**src/rtl/hamming_dec_engine.sv**
```systemverilog
// SECDED decoder that walks NUM_MSG codewords in byte memory and writes back the messages with a 2-bit status.
// Optional STATS_EN build adds saturating single/double error counters.
module hamming_dec_engine #(
  parameter int NUM_MSG  = 15,
  parameter int SRC_BASE = 30,
  parameter int DST_BASE = 0,
  parameter int ADDR_W   = 8
) (
  input  logic              Clk,
  input  logic              Reset_n,
  input  logic              Req,
  output logic              Done,
  output logic [ADDR_W-1:0] Mem_Addr,
  output logic              Mem_WrEn,
  output logic [7:0]        Mem_WrData,
  input  logic [7:0]        Mem_RdData,
  output logic [4:0]        Err1_Cnt,
  output logic [4:0]        Err2_Cnt
);

  localparam int IDX_W = (NUM_MSG > 1) ? $clog2(NUM_MSG) : 1;
  localparam logic [IDX_W-1:0]  IDX_LAST = IDX_W'(NUM_MSG - 1);
  localparam logic [IDX_W-1:0]  IDX_ONE  = IDX_W'(1);
  localparam logic [ADDR_W-1:0] ADDR_ONE = ADDR_W'(1);

  typedef enum logic [2:0] {IDLE, RD_LO, RD_HI, DEC, WR_LO, WR_HI, NEXT, DONE} state_t;

  state_t           state_q, state_d;
  logic [IDX_W-1:0] idx_q, idx_d;
  logic [15:0]      cw_q, cw_d;
  logic [10:0]      msg_q, msg_d;
  logic [1:0]       flag_q, flag_d;
  logic             done_q, done_d;

  logic [3:0]        syn;
  logic              par;
  logic [15:0]       fixedCw;
  logic [1:0]        flagC;
  logic [10:0]       msgC;
  logic [ADDR_W-1:0] srcAddr, dstAddr;
  logic              reqAccept;

  assign reqAccept = ((state_q == IDLE) || (state_q == DONE)) && Req;
  assign srcAddr   = ADDR_W'(SRC_BASE) + ADDR_W'({idx_q, 1'b0});
  assign dstAddr   = ADDR_W'(DST_BASE) + ADDR_W'({idx_q, 1'b0});

  // Syndrome is the XOR of set-bit positions; overall parity decides single vs double error.
  always_comb begin
    syn = 4'd0;
    for (int k = 1; k < 16; k++) begin
      if (cw_q[k]) syn = syn ^ 4'(k);
    end
    par     = ^cw_q;
    fixedCw = cw_q;
    flagC   = 2'b00;
    if (par) begin
      fixedCw[syn] = ~cw_q[syn];
      flagC        = 2'b01;
    end else if (syn != 4'd0) begin
      flagC = 2'b10;
    end
    msgC = {fixedCw[15:9], fixedCw[7:5], fixedCw[3]};
  end

  always_ff @(posedge Clk or negedge Reset_n) begin
    if (!Reset_n) begin
      state_q <= IDLE;
      idx_q   <= '0;
      cw_q    <= '0;
      msg_q   <= '0;
      flag_q  <= '0;
      done_q  <= 1'b0;
    end else begin
      state_q <= state_d;
      idx_q   <= idx_d;
      cw_q    <= cw_d;
      msg_q   <= msg_d;
      flag_q  <= flag_d;
      done_q  <= done_d;
    end
  end

  always_comb begin
    state_d    = state_q;
    idx_d      = idx_q;
    cw_d       = cw_q;
    msg_d      = msg_q;
    flag_d     = flag_q;
    done_d     = done_q;
    Mem_Addr   = '0;
    Mem_WrEn   = 1'b0;
    Mem_WrData = 8'h00;
    case (state_q)
      IDLE, DONE: begin
        if (Req) begin
          state_d = RD_LO;
          idx_d   = '0;
          done_d  = 1'b0;
        end
      end
      RD_LO: begin
        Mem_Addr   = srcAddr;
        cw_d[7:0]  = Mem_RdData;
        state_d    = RD_HI;
      end
      RD_HI: begin
        Mem_Addr   = srcAddr + ADDR_ONE;
        cw_d[15:8] = Mem_RdData;
        state_d    = DEC;
      end
      DEC: begin
        msg_d   = msgC;
        flag_d  = flagC;
        state_d = WR_LO;
      end
      WR_LO: begin
        Mem_Addr   = dstAddr;
        Mem_WrEn   = 1'b1;
        Mem_WrData = msg_q[7:0];
        state_d    = WR_HI;
      end
      WR_HI: begin
        Mem_Addr   = dstAddr + ADDR_ONE;
        Mem_WrEn   = 1'b1;
        Mem_WrData = {flag_q, 3'b000, msg_q[10:8]};
        state_d    = NEXT;
      end
      NEXT: begin
        if (idx_q == IDX_LAST) begin
          state_d = DONE;
          done_d  = 1'b1;
        end else begin
          idx_d   = idx_q + IDX_ONE;
          state_d = RD_LO;
        end
      end
      default: state_d = IDLE;
    endcase
  end

  assign Done = done_q;

`ifdef STATS_EN
  logic [4:0] err1_q, err2_q;

  // Counters follow the decode result as it is registered, saturating at 31.
  always_ff @(posedge Clk or negedge Reset_n) begin
    if (!Reset_n) begin
      err1_q <= '0;
      err2_q <= '0;
    end else if (reqAccept) begin
      err1_q <= '0;
      err2_q <= '0;
    end else if (state_q == DEC) begin
      if ((flagC == 2'b01) && (err1_q != 5'd31)) err1_q <= err1_q + 5'd1;
      if ((flagC == 2'b10) && (err2_q != 5'd31)) err2_q <= err2_q + 5'd1;
    end
  end

  assign Err1_Cnt = err1_q;
  assign Err2_Cnt = err2_q;
`else
  logic unusedReq;
  assign unusedReq = reqAccept;
  assign Err1_Cnt  = 5'd0;
  assign Err2_Cnt  = 5'd0;
`endif

endmodule

```
**config.mk**
```make
export PLATFORM = sky130hd
export DESIGN_NAME = hamming_dec_engine
export DESIGN_NICKNAME = d
export VERILOG_FILES = /design/src/rtl/hamming_dec_engine.sv
export SDC_FILE = /design/constraint.sdc
export NUM_CORES = 1
export LEC_CHECK = 0
export ABC_AREA = 1
export CORE_ASPECT_RATIO = 0.7
export CORE_UTILIZATION = 55
export CTS_BUF_LIST = sky130_fd_sc_hd__clkbuf_4
export CTS_CLUSTER_DIAMETER = 60
export DETAILED_ROUTE_END_ITERATION = 8
export GPL_TIMING_DRIVEN = 0
export PLACE_DENSITY = 0.82
export SYNTH_ARGS = -nofsm -noshare
export SYNTH_HDL_FRONTEND = slang
export SYNTH_SLANG_ARGS = --single-unit
```
**constraint.sdc**
```tcl
create_clock -name Clk -period 2.35 [get_ports Clk]
set_input_delay 0.47 -clock Clk [delete_from_list [all_inputs] [get_ports Clk]]
set_output_delay 0.47 -clock Clk [all_outputs]
set_load 0.02 [all_outputs]
```
* After elaboration in Yosys (flattened, before gate mapping)
Cells that the tools add are included.
** Storage, ports and cells
- Bits in registers :: 37
- Bits of input ports :: 11
** Operators by class
- Add/subtract/negate cells :: 4
- Magnitude comparators :: 2
- Eq/ne operators :: 11
- Mux-type cells :: 35
- Bitwise logic cells :: 15
- Reductions and logical operators :: 9
** Operators by type and width (count)
- $mux W4 :: 10
- $pmux W7 S4 :: 1
- $pmux W3 S7 :: 1
- $mux W3 :: 6
- $bwmux W16 :: 1
- $mux W16 :: 1
- $pmux W8 S2 :: 1
- $reduce_xor A16 Y1 :: 1
- $eq A3 B3 Y1 const B :: 4
- $not A2 Y2 :: 6
- $not A3 Y3 :: 4
- $mux W2 :: 4
- $pmux W4 S2 :: 1
- $add A6 B1 Y7 const B :: 1
- $add A5 B1 Y6 const B :: 1
- $add A5 B5 Y6 const A :: 1
- $eq A3 B2 Y1 const B :: 2
- $mux W1 :: 6
- $ne A2 B2 Y1 const B :: 3
- $reduce_and A3 Y1 :: 2
- $lt A4 B5 Y1 const B :: 1
- $add A4 B1 Y4 const B :: 1
- $bmux W1 S4 :: 1
- $demux W1 S4 :: 1
- 12 further kinds :: 15

* Longest topological paths before layout
Gate-level depths: netlist of the first run.
- Depth after elaboration :: 32
- Depth in mapped cells :: 19
- Gate-level depth less buffers :: 17

* Least setup slack after synthesis of the first run
Ideal clock, no wire load.
- Path type :: reg-to-output
- From :: reg state_q[2]
- To :: out Mem_WrData[6]
- Arrival time :: 1.778 ns
- Slack :: 0.102 ns
- Stages on the path, launching flop included :: 7
- Path buffers :: 0
- Cells stage by stage :: dfrtp_1 -> inv_1 -> nor2_2 -> inv_1 -> nor2_1 -> inv_1 -> o21ai_0
** Between the ends
- Longest elaborated chain between the ends :: 2
- Elaborated cells on any way between the ends :: 3
- Those cells by class :: eq/ne: 2; mux: 1
** RTL lines
- start: declaration :: line 28 : state_t state_q, state_d;
- start signal: assignment :: line 74 : state_q <= state_d;
- $eq A3 B3 Y1 :: line 93 : case (state_q)
- $pmux W8 S2 (*) :: line 93
- end: declaration :: line 15 : output logic [7:0] Mem_WrData,
Every way passes the cells marked *; elsewhere a longest branch is shown, timed or not.

* Worst setup path in the final report of the first run
- From :: reg state_q[2]
- To :: out Mem_Addr[0]
** Between the ends
- Longest elaborated chain between the ends :: 2
- Elaborated cells on any way between the ends :: 5
- Those cells by class :: eq/ne: 4; mux: 1
** RTL lines
- $eq A3 B3 Y1, or another cell as far along :: line 93
- $pmux W7 S4 (*) :: line 93
- end: declaration :: line 13 : output logic [ADDR_W-1:0] Mem_Addr,
Marked as above.

==> results.py, run 1 <==
metrics = {
    "floorplanning": {
        "num_rows": 21,
        "coreArea_um2": 4910,
        "die_w_um": 88.8,
        "die_area_um2": 5580,
        "die_y_um": 62.8,
        "ios": 39,
        "initial_core_util_pct": 59.1,
    },
    "logic_synthesis": {
        "synthCells": 423,
        "yosysTopAreaCellShare_pct": 31.9,
        "avgSynthCellArea_um2": 6.86,
        "synth_seq_cells": 37,
        "yosys.area.top_type": "dfrtp_1",
        "yosys_warnings": 0,
        "yosysSeqAreaShare_pct": 31.9,
        "ys_top_cells_by_area": "dfrtp_1, nand2_1, nor2_1",
        "syn-cell-area_um2": 2900,
        "synth_cell_types": 37,
    },
    "sta": {
        "clock_skew_ns": 0.0113,
        "slew_headroom_pct": 43.4,
        "max_freq_mhz": 447,
        "setup_violations": 0,
        "hold_viol_final": 0,
        "period_minus_slack_ns": 2.24,
        "worst_pin_slew_ns": 0.849,
        "finalCritPeriodShare_pct": 95.2,
        "slew_violations": 0,
    },
    "drt": {
        "routed_wirelength_um": 7100,
        "wl_per_cell_um": 13.1,
        "vias": 2800,
        "drt_pass1_iterations": 5,
        "viasPerCell": 5.17,
        "ant_nets": 0,
        "drc": 0,
        "drtIter0Drc": 318,
    },
    "critical_path": {
        "cpPeakStageDelay_ns": 0.42,
        "r2r_slack_ns": 0.13,
        "end_kind": "primary output",
        "reg2reg_depth": 17,
        "crit_buf_inv": 4,
        "crit_type": "flip-flop to primary output",
        "critPathMaxFanout": 6,
        "required_ns": 1.88,
        "rr_endpoint": "msg_q[3]",
        "reg2reg_from": "cw_q[3]",
        "arrival_ns": 1.77,
        "slowest_stage": "dfrtp_2",
        "start_kind": "flip-flop",
        "crit_chain": "inv_1 > nor2_4 > inv_2 > nor2_4 > inv_1 > o21ai_0 > clkdlybuf4s15_1",
        "critPathTopFamily": "buffers and inverters",
    },
    "global_routing": {
        "met2_usage_pct": 42.0,
        "antenna_found_initial": 0,
        "grtUsageMet1_pct": 42.7,
        "grt-ovfl-total": 0,
        "grt_pass1_vias": 2571,
        "grt_usage_pct": 28.3,
        "grt_pass1_wl_um": 12000,
        "busiest_layer": "met1",
        "grt_max_degree": 38,
        "use_met3_pct": 4.62,
    },
    "clock_tree": {
        "clockRootBuffer": "clkbuf_4",
        "ctsLongestPathBuffers": 2,
        "numCtsBuffers": 5,
        "cts_max_level": 2,
        "clkSlewWorstSetupHoldPaths_ns": 0.12,
        "cts_hold_buffers": 0,
        "clock_latency_ns": 0.36,
        "cts.sinks": 37,
        "cts_tree": "yes",
    },
    "final_layout": {
        "diodes": 0,
        "stdcell_count": 542,
        "areaGrowthSynthToFinish_pct": 16.3,
        "fin_nets": 486,
        "drive_gt1_share_pct": 21.4,
    },
    "placed_design": {
        "placed_cells": 529,
        "dp_hpwl_um": 5610,
        "place_congestion": 0.910,
        "portBuffers": 26,
    },
    "run": {
        "max-cap-violations": 0,
    },
    "status": {
        "run_status": "finished, final reports clean",
    },
    "min_path": {
        "min_path_type": "input port to async pin",
    },
}
[synth_stat cells (all sizes together)]
cell type    count
a21oi           16
a31oi            2
buf             15
clkbuf           3
clkinv           3
conb             1
dfrtp           37
dlygate4sd1      1
ha               3
inv             50
mux2             2
nand2          143
nand3           38
nand4            4
nor2            69
nor3             2
o211ai           1
o21ai           21
o22ai            3
xnor2            5
xor2             4
[kinds of logic (layout without fill, tap and decap cells)]
family	Yosys count	count (layout)	synth area share, %
AND/OR/NAND/NOR	256	256	42.8
buffers and inverters	72	111	12.3
AO/OA/AOI/OAI	43	43	7.84
flip-flops	37	37	31.9
XOR/XNOR	9	9	2.97
adder cells (fa/ha/maj)	3	3	1.29
multiplexers	2	2	0.776
other	1	12	0.129
[stage by stage]
step | hold WS [ns] | util [%] | setup slack, ns | TNS, ns | area (um2)
floorplan | 0.174 | - | 0.102 | 0 | 2940
global placement | 0.466 | 67.0 | -0.405 | -4.91 | 3290
detailed placement | 0.467 | 66.9 | -0.418 | -2.12 | 3290
CTS | 0.217 | 68.6 | 0.000728 | 0 | 3370
global route | 0.267 | 68.7 | -0.0107 | -0.0308 | 3380
finish | 0.202 | 68.7 | 0.113 | 0 | 3380
[state kept, by name, summed over array words and instances, names as in the netlist]
name / cells
Done: 1
msg_q: 11
state_q: 3
flag_q: 2
cw_q: 16
idx_q: 4
[metal layers]
| layer | share of wire [%] | vias to the layer above |
|---|---|---|
| li1 | - | 1401 |
| met1 | 47 | 1277 |
| met2 | 43 | 108 |
| met3 | 9.2 | 14 |
| met4 | 1.1 | 0 |
| met5 | 0 | - |
[cells in the final DEF, fill, tap and decap left out, drive strengths merged, types with 10 or more instances in the layout]
master           n
buf             25
dfrtp           37
nand2          143
inv             50
nand3           38
clkbuf          10
clkdlybuf4s50   10
o21ai           21
a21oi           16
nor2            69
conb            12
[worst max path at each step]
stage	start	to	slack, ns	depth (start not counted)
after floorplan	state_q[2]	Mem_WrData[6]	0.10	6
after global placement	state_q[2]	Mem_WrData[7]	-0.41	7
after detailed placement	state_q[2]	Mem_WrData[6]	-0.42	7
after CTS	state_q[0]	Mem_Addr[4]	0.0007	7
after global routing	state_q[2]	Mem_Addr[0]	-0.01	7
final	state_q[2]	Mem_Addr[0]	0.11	7
[cell type report]
cell class | instances | area (um2)
plain buffers | 19 | 156
clock buffers | 5 | 37.5
clock inverters | 3 | 17.5
fillers | 427 | 1540
inverters | 53 | 206
multi-input cells | 325 | 1680
flip-flops and latches | 37 | 931
well taps | 69 | 86.3
repair buffers | 31 | 256
[timing repair]
| action | CTS | global route |
|---|---|---|
| endpoints found under the hold margin | 0 | 0 |
| endpoints found under the setup margin | 15 | 22 |
| pin swaps | 1 | 1 |
| buffers inserted | 2 | 3 |
| resized for setup | 34 | 14 |
| cloned | 0 | 0 |
Power of run 1 is left out: the tool's default activity adds up to more than one toggle a clock period on the data nets, which glitch-free logic cannot reach.
==> run 2, diff against run 1 <==
CTS_CLUSTER_DIAMETER = default   (was 60)
==> results of run 2 <==
Final layout, timing and power as in run 1 (identical DEF).
Power of run 2 is left out for the same reason.
==> run 3, diff against run 2 <==
DONT_BUFFER_PORTS = 1   (was default)
PLACE_DENSITY = 0.72   (was 0.82)
SLEW_MARGIN = 20   (was default)
==> run 3 against run 2 <==
  * Global-route usage up 0.43 points
  * Fmax decreased by 1.7%
  * Register-to-register slack better by 0.05 ns
  * Sequential share of layout area up 0.86 points
  * Non-clock buffer count down 26
  * Sequential cell count did not move
  * Critical path type unchanged
  * Largest cell class unchanged
==> results.py, run 3 (synthesized netlist as in run 1, its figures left out) <==
metrics = {
    "final_layout": {
        "areaGrowthSynthToFinish_pct": 12.8,
        "final_area_um2": 3270,
        "top_regs": "cw_q x16, msg_q x11, idx_q x4",
        "diodes": 0,
        "drive_gt1_share_pct": 22.6,
        "fill_cells": 448,
        "largest_reg_flops": 16,
        "layout_common_cells": "nand2_1, nor2_1, inv_1, dfrtp_1, nand3_1",
        "fin_nets": 460,
        "regMostFlops": "cw_q",
        "final_common_cell": "nand2_1",
    },
    "critical_path": {
        "arrival_ns": 1.81,
        "rr_endpoint": "msg_q[3]",
        "end_kind": "primary output",
        "crit_cells": 5,
        "critPathMaxFanout": 8,
        "slowest_stage": "dfrtp_2",
        "crit_chain": "nor2_4 > clkinv_4 > nor2_4 > inv_4 > o21ai_4",
        "cpPeakStageDelay_ns": 0.47,
        "cpMostUsedCell": "nor2_4",
        "critical_path.startpoint": "state_q[1]",
        "required_ns": 1.88,
        "crit_type": "flip-flop to primary output",
        "critPathTopFamily": "simple AND/OR/NAND/NOR gates",
        "reg2reg_from": "cw_q[11]",
        "r2r_slack_ns": 0.18,
        "start_kind": "flip-flop",
        "crit_path_end": "Mem_WrData[6]",
        "crit_buf_inv": 2,
        "reg2reg_depth": 16,
    },
    "sta": {
        "period_minus_slack_ns": 2.28,
        "max_freq_mhz": 440,
        "hold_viol_final": 0,
        "setup_violations": 0,
        "finalCritPeriodShare_pct": 96.8,
        "rsz0062_at_grt": "yes",
        "slew_headroom_pct": 61.1,
        "clock_skew_ns": 0.00704,
        "slew_violations": 0,
        "worst_pin_slew_ns": 0.581,
        "timing.hold.ws_ns": 0.225,
    },
    "clock_tree": {
        "cts_tree": "yes",
        "clockRootBuffer": "clkbuf_4",
        "clkSlewWorstSetupHoldPaths_ns": 0.12,
        "ctsLongestPathBuffers": 2,
        "numCtsBuffers": 5,
        "cts_max_level": 2,
        "clock_latency_ns": 0.36,
        "cts.sinks": 37,
    },
    "floorplanning": {
        "ios": 39,
        "die_w_um": 88.8,
        "coreArea_um2": 4910,
        "initial_core_util_pct": 59.1,
        "die_y_um": 62.8,
        "die_area_um2": 5580,
        "num_rows": 21,
    },
    "status": {
        "run_status": "finished, final reports clean",
    },
    "global_routing": {
        "grt_max_degree": 38,
        "grt_pass1_vias": 2561,
        "grt_pass1_wl_um": 12100,
        "grt_usage_pct": 28.7,
        "grt-ovfl-total": 0,
        "antenna_found_initial": 0,
    },
    "drt": {
        "ant_nets": 0,
        "routed_wirelength_um": 7200,
        "vias": 2673,
        "viasPerCell": 5.18,
        "drt_pass1_iterations": 5,
        "drtIter0Drc": 260,
        "drc": 0,
        "wl_per_cell_um": 14.0,
    },
    "placed_design": {
        "dp_hpwl_um": 5570,
        "place_congestion": 0.895,
        "portBuffers": 0,
        "dpl-instance-area_um2": 3030,
    },
    "run": {
        "max-cap-violations": 0,
    },
    "min_path": {
        "min_path_type": "input port to flip-flop",
    },
}
## run 3: cell types whose count changed in the layout (fill, tap and decap cells not counted), moves of 3 or more
cell,change
o22ai_1,-3
dlygate4sd2_1,-7
o21ai_0,-4
buf_2,-5
inv_1,-3
clkdlybuf4s50_1,-10
## run 3: per-stage QoR
stage	worst slack, ns	TNS [ns]	utilization [%]	cells
after floorplan	0.102	0	-	434
after CTS	-0.0583	-0.110	64.9	513
after global placement	-0.370	-0.801	61.7	503
after global routing	-0.0192	-0.0238	66.6	516
final	0.0747	0	66.6	516
after detailed placement	-0.396	-0.893	61.7	503
## run 3: cell type report
class	instances	area [um2]	area share, %
tap	69	86.3	2.64
clock inverter	3	41.3	1.26
timing repair buffer	5	52.6	1.61
clock buffer	5	37.5	1.15
buffer	19	156	4.78
multi-input combinational	325	1760	53.7
sequential	37	931	28.4
inverter	53	211	6.46
## run 3: what timing repair did
item,in CTS,in global routing
endpoints found under the setup margin,14,25
resized for setup,16,18
hold buffers,2,0
setup buffers,0,3
endpoints found under the hold margin,37,0
pin swaps,1,3
## run 3: worst register-to-register path: stages, from the launching register on
cell,delay [ns]
dfrtp_1,0.48
inv_2,0.12
nand2_1,0.08
nand2_1,0.06
o21ai_1,0.08
nand2_1,0.14
xnor2_2,0.27
nand2_1,0.12
nor2_1,0.11
nand3_1,0.08
nand2_1,0.07
inv_1,0.05
nand3_2,0.07
buf_6,0.17
nand3_2,0.07
nand2_1,0.08
nand2_1,0.05
## run 3: worst min path at each step
stage                  startpoint       end  slack, ns  depth (start not counted)
finish              Mem_RdData[6]  cw_q[14]       0.22                          2
global route        Mem_RdData[3]  cw_q[11]       0.22                          2
CTS                 Mem_RdData[6]  cw_q[14]       0.22                          2
detailed placement        Reset_n  msg_q[8]       0.18                          0
global placement          Reset_n  cw_q[12]       0.18                          0
floorplan                 Reset_n      Done       0.17                          0
## run 3: per-layer routing
| metal | up-vias | share of wire (%) | GRT usage (%) |
|---|---|---|---|
| met3 | 5 | 6.5 | 5.94 |
| met2 | 85 | 43 | 41.7 |
| met4 | 0 | 0.71 | 5.44 |
| met5 | - | 0 | 0 |
| li1 | 1350 | - | - |
| met1 | 1233 | 50 | 44.0 |
Power of run 3 is left out for the same reason.
